`src/rtl/axi_dram_reader.sv`:
```
`default_nettype none
// ----------------------------------------------------------------------------
// axi_dram_reader : AXI4 read master that fetches word runs from DRAM as
//                   4KB-safe INCR bursts and streams them into a FIFO. Rev 1.0
// ----------------------------------------------------------------------------
module axi_dram_reader #(
  parameter int ADDR_WIDTH = 32,
  parameter int MAX_BURST  = 16
) (
  input  logic                  clk,
  input  logic                  rst_n,
  input  logic                  kick,
  output logic                  busy,
  input  logic [31:0]           read_addr,
  input  logic [31:0]           read_num,
  output logic [31:0]           buf_dout,
  output logic                  buf_we,
  output logic                  err,
  output logic [ADDR_WIDTH-1:0] m_axi_araddr,
  output logic [7:0]            m_axi_arlen,
  output logic [2:0]            m_axi_arsize,
  output logic [1:0]            m_axi_arburst,
  output logic                  m_axi_arvalid,
  input  logic                  m_axi_arready,
  input  logic [31:0]           m_axi_rdata,
  input  logic [1:0]            m_axi_rresp,
  input  logic                  m_axi_rlast,
  input  logic                  m_axi_rvalid,
  output logic                  m_axi_rready
);

  typedef enum logic [1:0] {
    S_IDLE = 2'd0,
    S_CALC = 2'd1,
    S_AR   = 2'd2,
    S_R    = 2'd3
  } state_t;

  localparam logic [31:0] C_MAX_BURST = 32'(MAX_BURST);

  state_t                  state_q;
  logic                    busy_q;
  logic                    buf_we_q;
  logic                    err_q;
  logic                    arvalid_q;
  logic                    rready_q;
  logic [ADDR_WIDTH-1:0]   araddr_q;
  logic [7:0]              arlen_q;
  logic [31:0]             buf_dout_q;
  logic [ADDR_WIDTH-1:0]   addr_q;
  logic [31:0]             rem_q;
  logic [31:0]             beats_q;
  logic [31:0]             beat_cnt_q;

  logic [12:0]             w_bound_bytes;
  logic [31:0]             w_bound_words;
  logic [31:0]             w_beats;
  logic                    w_last_beat;
  logic [ADDR_WIDTH-1:0]   w_burst_bytes;
  logic                    w_unused;

  // Words left before the next 4KB page; a burst never runs past it.
  assign w_bound_bytes = 13'h1000 - {1'b0, addr_q[11:0]};
  assign w_bound_words = {21'd0, w_bound_bytes[12:2]};

  always_comb begin
    w_beats = rem_q;
    if (w_beats > C_MAX_BURST)   w_beats = C_MAX_BURST;
    if (w_beats > w_bound_words) w_beats = w_bound_words;
  end

  assign w_last_beat   = (beat_cnt_q == beats_q - 32'd1);
  assign w_burst_bytes = ADDR_WIDTH'(beats_q) << 2;
  assign w_unused      = &{1'b0, read_addr[1:0], w_bound_bytes[1:0]};

  always_ff @(posedge clk) begin
    if (!rst_n) begin
      state_q    <= S_IDLE;
      busy_q     <= 1'b0;
      buf_we_q   <= 1'b0;
      err_q      <= 1'b0;
      arvalid_q  <= 1'b0;
      rready_q   <= 1'b0;
      araddr_q   <= '0;
      arlen_q    <= '0;
      buf_dout_q <= '0;
      addr_q     <= '0;
      rem_q      <= '0;
      beats_q    <= '0;
      beat_cnt_q <= '0;
    end else begin
      buf_we_q <= 1'b0;
      case (state_q)
        S_IDLE: begin
          if (kick && read_num != 32'd0) begin
            addr_q  <= ADDR_WIDTH'({read_addr[31:2], 2'b00});
            rem_q   <= read_num;
            err_q   <= 1'b0;
            busy_q  <= 1'b1;
            state_q <= S_CALC;
          end
        end
        S_CALC: begin
          araddr_q  <= addr_q;
          arlen_q   <= 8'(w_beats - 32'd1);
          beats_q   <= w_beats;
          arvalid_q <= 1'b1;
          state_q   <= S_AR;
        end
        S_AR: begin
          if (m_axi_arready) begin
            arvalid_q  <= 1'b0;
            rready_q   <= 1'b1;
            beat_cnt_q <= '0;
            state_q    <= S_R;
          end
        end
        S_R: begin
          if (m_axi_rvalid) begin
            buf_dout_q <= m_axi_rdata;
            buf_we_q   <= 1'b1;
            beat_cnt_q <= beat_cnt_q + 32'd1;
            // Our own beat count decides the burst end; RLAST is only checked.
            if (m_axi_rresp != 2'b00 || m_axi_rlast != w_last_beat) err_q <= 1'b1;
            if (w_last_beat) begin
              addr_q   <= addr_q + w_burst_bytes;
              rem_q    <= rem_q - beats_q;
              rready_q <= 1'b0;
              if (rem_q == beats_q) begin
                busy_q  <= 1'b0;
                state_q <= S_IDLE;
              end else begin
                state_q <= S_CALC;
              end
            end
          end
        end
        default: state_q <= S_IDLE;
      endcase
    end
  end

  assign busy          = busy_q;
  assign buf_we        = buf_we_q;
  assign buf_dout      = buf_dout_q;
  assign err           = err_q;
  assign m_axi_araddr  = araddr_q;
  assign m_axi_arlen   = arlen_q;
  assign m_axi_arsize  = 3'b010;
  assign m_axi_arburst = 2'b01;
  assign m_axi_arvalid = arvalid_q;
  assign m_axi_rready  = rready_q;

endmodule
`default_nettype wire

```
`config.mk`:
```
export PLATFORM = sky130hd
export DESIGN_NAME = axi_dram_reader
export DESIGN_NICKNAME = d
export VERILOG_FILES = /design/src/rtl/axi_dram_reader.sv
export SDC_FILE = /design/constraint.sdc
export NUM_CORES = 1
export LEC_CHECK = 0
export CAP_MARGIN = 15
export CORE_MARGIN = 1
export CORE_UTILIZATION = 55
export DETAILED_ROUTE_END_ITERATION = 10
export PLACE_DENSITY = 0.86
export RECOVER_POWER = 50
export SYNTH_ARGS = -nofsm -noshare
export SYNTH_HDL_FRONTEND = slang
export SYNTH_SLANG_ARGS = --single-unit
```
`constraint.sdc`:
```
create_clock -name clk -period 9.8 [get_ports clk]
set_clock_uncertainty 0.05 [all_clocks]
set_input_delay 2.45 -clock clk [delete_from_list [all_inputs] [get_ports clk]]
set_output_delay 2.45 -clock clk [all_outputs]
set_load 0.02 [all_outputs]
```
==> metrics.md <==
| Metric | Value |
|---|---|
| Finished Layout Cells | `2105` |
| Postcts setup bufs | `0` |
| CTS H-tree lvls | `1` |
| Fraction of layout cells with a size suffix above 1 | `0.0370` |
| Row cnt | `56` |
| Boundary Pins | `between 150 and 200` |
| Max cap viols | `1` |
| Post-synthesis sequential area ratio | `0.309` |
| Initial antenna violation count | `0` |
| Antenna Cells | `0` |
| Cell accounting for the most synthesized area | `dfxtp_1` |
| Synth Flop Type | `dfxtp_1` |
| Critical Path AT | `roughly 6.5 ns` |
| CTS Sinks | `203` |
| Initial DRC Count | `1005` |
| Crit path max-delay cell type | `clkbuf_1` |
| Final Setup Violations | `0` |
| Vias in the first global route | `between 10000 and 15000` |
| Sequential Area | `4060 µm²` |
| Clock transition at path regs | `roughly 0.06 ns` |
| Largest net degree at the start of global routing | `about 110` |
| Setup crit end kind | `flip-flop` |
| Failing checks | `max-capacitance violations, max-slew violations` |
| Post-route ant nets | `0` |
| Hold_buf cts | `0` |
| Hpwl dp | `28300 µm` |
| Largest cells by area after synthesis | `dfxtp_1 31%, ha_1 7.5%, mux2i_1 6.2%, nor2_1 4.7%, nand2_1 4.5%` |
| DIE AREA | `between 20000 and 25000 µm²` |
| Syn avg cell area | `roughly 8 µm²` |
| Die W | `roughly 160 µm` |
| Port Buf Inserts | `176` |
| Root buf cell | `clkbuf_16` |
| Synth top area share | `0.309` |
| Worst Max-Slew Pin Slew | `between 2 and 2.5 ns` |
| Clock Latency Late Sink | `0.53 ns` |
| WL/cell | `around 19 µm` |
| Worst-path fanout max | `78` |
| Max IR drop VDD | `about 200 µV` |
| Status | `finished with violations` |
| Die Y | `about 160 µm` |
| First-pass GRT wire length | `approximately 62000 µm` |
| Post-Place Cells | `approximately 2100` |
| Hold wc startpoint | `buf_dout[0]` |
| Routed via count | `between 10000 and 15000` |
| DRT Pass-1 Iters | `5` |
| RR Startpoint | `rem_q[20]` |
| Final wirelength | `approximately 40000 µm` |
| Final nets | `roughly 2000` |
| GRT overflow | `0` |
| Yosys warning total | `0` |
| CP Cell Sequence | `dlygate4sd3_1, clkbuf_1, inv_4, buf_4, a211oi_1` |
| Leak Pwr | `about 6.3 nW` |
| Type of the worst min-delay path | `flip-flop to flip-flop` |
| Final Critical Period | `about 6.1 ns` |
| Fillers | `1910` |
| WS Path Type | `primary input to flip-flop` |
| Distinct cells, synth | `between 70 and 80` |
| TNS Setup | `0 ns` |
| Worst Path Required | `slightly above 10 ns` |
| Hold Crit Endpoint | `buf_dout[0]` |
| Vias per cell | `about 6` |
| Final Max Slew Viols | `38` |
| Total clock buffers created by CTS | `23` |
| Area of the multi-input gates | `8500 µm²` |
| Worst reg-to-reg setup slack | `4.69 ns` |
| CTS resizes | `0` |
| Asr flop ratio synth | `0` |
| Max-slew headroom | `-0.512` |
| GRT Util Overall | `0.317` |
| Clock buffer depth | `3` |
| Flops & latches, synth | `203` |
| Final Hold Vio Count | `0` |
| CTS tree | `done` |
| RSZ-0062 raised after global routing | `no` |
| Cell Area, Synth | `13200 µm²` |
| Period utilization | `0.620` |
| Initial core utilization | `0.561` |
| CP max stage delay | `roughly 1.6 ns` |
| Crit start category | `primary input` |
| Hold path cells | `2` |
| Fmax | `around 160 MHz` |
| Syn Inst Count | `1643` |
| R2R depth | `18` |
| Placer Congestion | `0.995` |
| Reg2reg end | `m_axi_arlen[4]` |
| Core Region | `23500 µm²` |
| Area Growth Syn to Fin | `19.4%` |
| Cell Pwr Density | `301 nW/µm²` |
| DR DRC count | `0` |
| EDFF count, synth | `0` |
sequential cells by signal (all words and copies together), names as in the netlist:
register and cells:
beat_cnt_q 32, beats_q 32, buf_dout 32, rem_q 32, addr_q 30, m_axi_araddr 30, m_axi_arlen 8, state_q 2
buf_we 1, busy 1, err 1, m_axi_arvalid 1, m_axi_rready 1
layout make-up:
cell class,instances,share of cell area
Clock buffer,31,0.0398
Clock inverter,7,0.00247
Tap cell,319,0.0254
Multi-Input combinational cell,1286,0.541
Timing Repair Buffer,185,0.116
Sequential cell,203,0.258
Inverter,74,0.0178
power breakdown:
group	internal, mW	switching (mW)
clock	0.444	0.348
combinational	1.11	1.63
sequential	0.996	0.207
total	2.55	2.19
worst max-delay path by stage:
stage,depth (start not counted),startpoint,end,slack (ns)
4_1_cts,9,m_axi_rvalid,rem_q[30],4.29
6_report,5,rst_n,m_axi_arlen[1],3.72
3_3_place_gp,9,m_axi_rvalid,rem_q[30],3.81
5_1_grt,5,rst_n,m_axi_arlen[1],3.56
2_1_floorplan,10,read_num[5],rem_q[20],5.48
3_5_place_dp,9,m_axi_rvalid,rem_q[30],3.75
cells in the mapped netlist (all sizes together) (8+ instances only):
master and n:
ha 79, xor2 53, a211oi 58, a21o 26
and3 15, nor4 34, o31ai 10, clkbuf 64
or4 11, nand3 46, a21oi 113, or3 18
xnor2 64, mux2i 82, o21a 10, and2 12
o21ai 73, inv 74, nor2 166, nand2b 13
nand2 157, a31oi 15, nand4 29, o211ai 11
buf 27, nor3 50, dfxtp 203, a311oi 8
nor2b 18
cell families after synthesis:
logic type | share of synthesized area
buffers and inverters | 0.0518
muxes | 0.0649
xor gates and xnor gates | 0.0796
DFF | 0.309
other | 0.000570
and+or+nand+nor | 0.222
adders and majority gates | 0.0781
AOI/OAI and AO/OA | 0.194
worst max-delay path, delay by kind of cell:
family / cells / cell delay [ns]
AO/OA/AOI/OAI: 1 / 0.34
buffers and inverters: 4 / 3.58
per-stage QoR:
step           hold slack [ns]  worst slack (ns)  total power, mW  instance area (µm²)  utilization
6_report                 0.398              3.72             4.73                15700        0.670
5_1_grt                  0.417              3.56             5.05                15700        0.670
3_3_place_gp             0.391              3.81             3.81                15100        0.642
4_1_cts                  0.403              4.29             4.69                15700        0.670
2_1_floorplan            0.399              5.48             3.23                13200            -
3_5_place_dp             0.398              3.75             3.88                15100        0.642
per-layer routing:
metal  vias to the layer above  wire length (µm)  track usage
li1                       6174                 -            -
met1                      6015             16200        0.399
met2                       598             18000        0.519
met3                       129              3240       0.0640
met4                         0              1650        0.146
met5                         -                 0            0
placed cells by master (no fill, tap or decap), drive strengths merged, types with 11 or more instances in the layout:
cell and n:
conb 13, a211oi 58, a21o 26, nand4 29, nor2 166, xor2 53
and2 12, nand3 46, nand2b 13, clkbuf 32, a31oi 15, a21oi 113
clkdlybuf4s50 100, nor3 50, nand2 157, nor2b 18, dfxtp 203, o211ai 11
mux2i 82, inv 75, o21ai 73, xnor2 64, nor4 34, and3 15
or4 11, or3 18, dlygate4sd3 76, ha 79
(Power assumes the default switching activity.)
==> edit (same settings) <==
Re-encode `state_t` (4 states) as one-hot, 4 bits wide.
--- a/src/rtl/axi_dram_reader.sv
+++ b/src/rtl/axi_dram_reader.sv
@@ -29,11 +29,11 @@
   output logic                  m_axi_rready
 );
 
-  typedef enum logic [1:0] {
-    S_IDLE = 2'd0,
-    S_CALC = 2'd1,
-    S_AR   = 2'd2,
-    S_R    = 2'd3
+  typedef enum logic [3:0] {
+    S_IDLE = 4'b0001,
+    S_CALC = 4'b0010,
+    S_AR   = 4'b0100,
+    S_R    = 4'b1000
   } state_t;
 
   localparam logic [31:0] C_MAX_BURST = 32'(MAX_BURST);
Formal check against the unedited RTL: no difference found for any inputs over 4 cycles, from zero or initial values and one cycle with rst_n low; so few cycles prove little.
==> edit against the original RTL <==
The run still ends with capacitance limit, slew limit left; sequential cell count up 2; power decreased by 29%; area after synthesis down 1.4%; via count is 1.5% higher; synthesized cell count rose by 4.3%; cell area fell by 0.27%; setup slack got worse by 1100 ps; wire length is 4.2% lower; critical endpoint is now addr_q[18]$_SDFFE_PN0P_; highest routed layer unchanged.
==> edit: results (changes against the original RTL) <==
<table>
<tr><th>Metric</th><th>Value</th></tr>
<tr><th colspan="2">Pwr</th></tr>
<tr><td>Sequential share of power</td><td>30.7% (was 25.4%)</td></tr>
<tr><td>Portion of total power attributed to combinational logic</td><td>41.6% (was 57.9%)</td></tr>
<tr><td>Worst supply voltage drop on vdd</td><td>148 µV (was 204 µV)</td></tr>
<tr><th colspan="2">Synthesis</th></tr>
<tr><td>Most numerous cell types in the synthesized netlist</td><td>nand2_1 (265), dfxtp_1 (205), a21oi_1 (164) (was dfxtp_1 (203), nor2_1 (165), nand2_1 (157))</td></tr>
<tr><td>Sequential area share after synthesis</td><td>31.6% (was 30.9%)</td></tr>
<tr><td>Biggest area contributors in the synthesized netlist</td><td>dfxtp_1 (32%), nand2_1 (7.7%), ha_1 (7.2%), a21oi_1 (6.3%), nor2_1 (4.6%) (was dfxtp_1 (31%), ha_1 (7.5%), mux2i_1 (6.2%), nor2_1 (4.7%), nand2_1 (4.5%))</td></tr>
<tr><th colspan="2">Drt</th></tr>
<tr><td>Routed wl met3</td><td>2300 µm (was 3240 µm)</td></tr>
<tr><td>Total met2 wirelength after detailed routing</td><td>17600 µm (was 18000 µm)</td></tr>
<tr><td>Iteration-0 DRC count of the detailed router</td><td>1097 (was 1005)</td></tr>
<tr><td>Total wire length after detailed routing</td><td>37400 µm (was 39100 µm)</td></tr>
<tr><th colspan="2">Status</th></tr>
<tr><td>Failing checks</td><td>capacitance limit, slew limit (unchanged)</td></tr>
<tr><td>Status</td><td>finished with violations (unchanged)</td></tr>
<tr><th colspan="2">Timing</th></tr>
<tr><td>Worst Tran Pin Value</td><td>2650 ps (was 2270 ps)</td></tr>
<tr><td>Final max-slew violation count</td><td>153 (was 38)</td></tr>
<tr><th colspan="2">Finish</th></tr>
<tr><td>Filler cell count</td><td>1944 (was 1910)</td></tr>
<tr><td>Final std cells w/o fill</td><td>2173 (was 2105)</td></tr>
<tr><td>Area fraction of clock buffers and clock inverters</td><td>5.30% (was 4.22%)</td></tr>
<tr><td>Multi-input combinational gate total</td><td>1368 (was 1286)</td></tr>
<tr><td>Combined area of the multi-input logic cells</td><td>0.00832 mm² (was 0.00850 mm²)</td></tr>
<tr><td>Register fraction of the total cell area</td><td>26.2% (was 25.8%)</td></tr>
<tr><td>Inverters excl. clock</td><td>59 (was 74)</td></tr>
<tr><th colspan="2">Global routing</th></tr>
<tr><td>Pin count of the biggest net entering global routing</td><td>117 (was 108)</td></tr>
<tr><th colspan="2">Placed design</th></tr>
<tr><td>Number of cells in the design after placement</td><td>2129 (was 2065)</td></tr>
<tr><td>Final GP Congestion</td><td>0.966 (was 0.995)</td></tr>
<tr><th colspan="2">Critical path</th></tr>
<tr><td>Arrival time at the worst endpoint</td><td>7480 ps (was 6460 ps)</td></tr>
<tr><th colspan="2">Run</th></tr>
<tr><td>Count of maximum capacitance violations</td><td>2 (was 1)</td></tr>
</table>
edit: cell count changes in the layout (fill, tap and decap cells not counted), sizes merged, moves of 8 or more:
cell,unedited run,this run
a21o,26,36
inv,75,58
a31oi,15,23
a311oi,8,23
nand3,46,36
mux2i,82,10
clkbuf,32,41
nand2b,13,24
a21oi,113,165
nor3,50,62
nand2,157,265
a211oi,58,33
o31ai,10,2
edit: logic make-up after synthesis:
kind of cell | after synthesis | share of synthesized area [%]
flops | 205 | 31.6
other cells | 2 | 0.0578
mux | 11 | 0.858
compound gates | 444 | 21.7
fa+ha+maj | 77 | 7.54
xor+xnor | 108 | 7.28
simple gates | 715 | 26.2
buf+inv | 152 | 4.78
edit: per-stage QoR:
| stage | setup slack (ps) | cell area, µm² |
|---|---|---|
| after floorplan | 5280 | 13000 |
| after global placement | 3910 | 14900 |
| after detailed placement | 3810 | 14900 |
| after CTS | 4370 | 15700 |
| after global routing | 2140 | 15700 |
| final | 2660 | 15700 |
edit: path summary, 6_finish.rpt:
kind         slack, ps                   endpoint                       from  depth (start not counted)
max               2660    addr_q[18]$_SDFFE_PN0P_                      rst_n                          5
min                400  buf_dout[31]$_SDFFE_PN0P_  buf_dout[31]$_SDFFE_PN0P_                          2
max reg2reg       4220    addr_q[29]$_SDFFE_PN0P_    beats_q[1]$_SDFFE_PN0P_                         13
min reg2reg        400  buf_dout[31]$_SDFFE_PN0P_  buf_dout[31]$_SDFFE_PN0P_                          2
edit: metal layers:
metal	GRT usage (%)	up-vias
met5	0	-
met4	12.4	0
met1	38.6	6109
li1	-	6374
met3	4.00	97
met2	52.5	533
edit: worst max-delay path, cell delays in order:
cell,delay [ps]
dlygate4sd3_1,520
buf_4,350
clkinvlp_2,2080
clkbuf_2,1420
a311oi_1,590
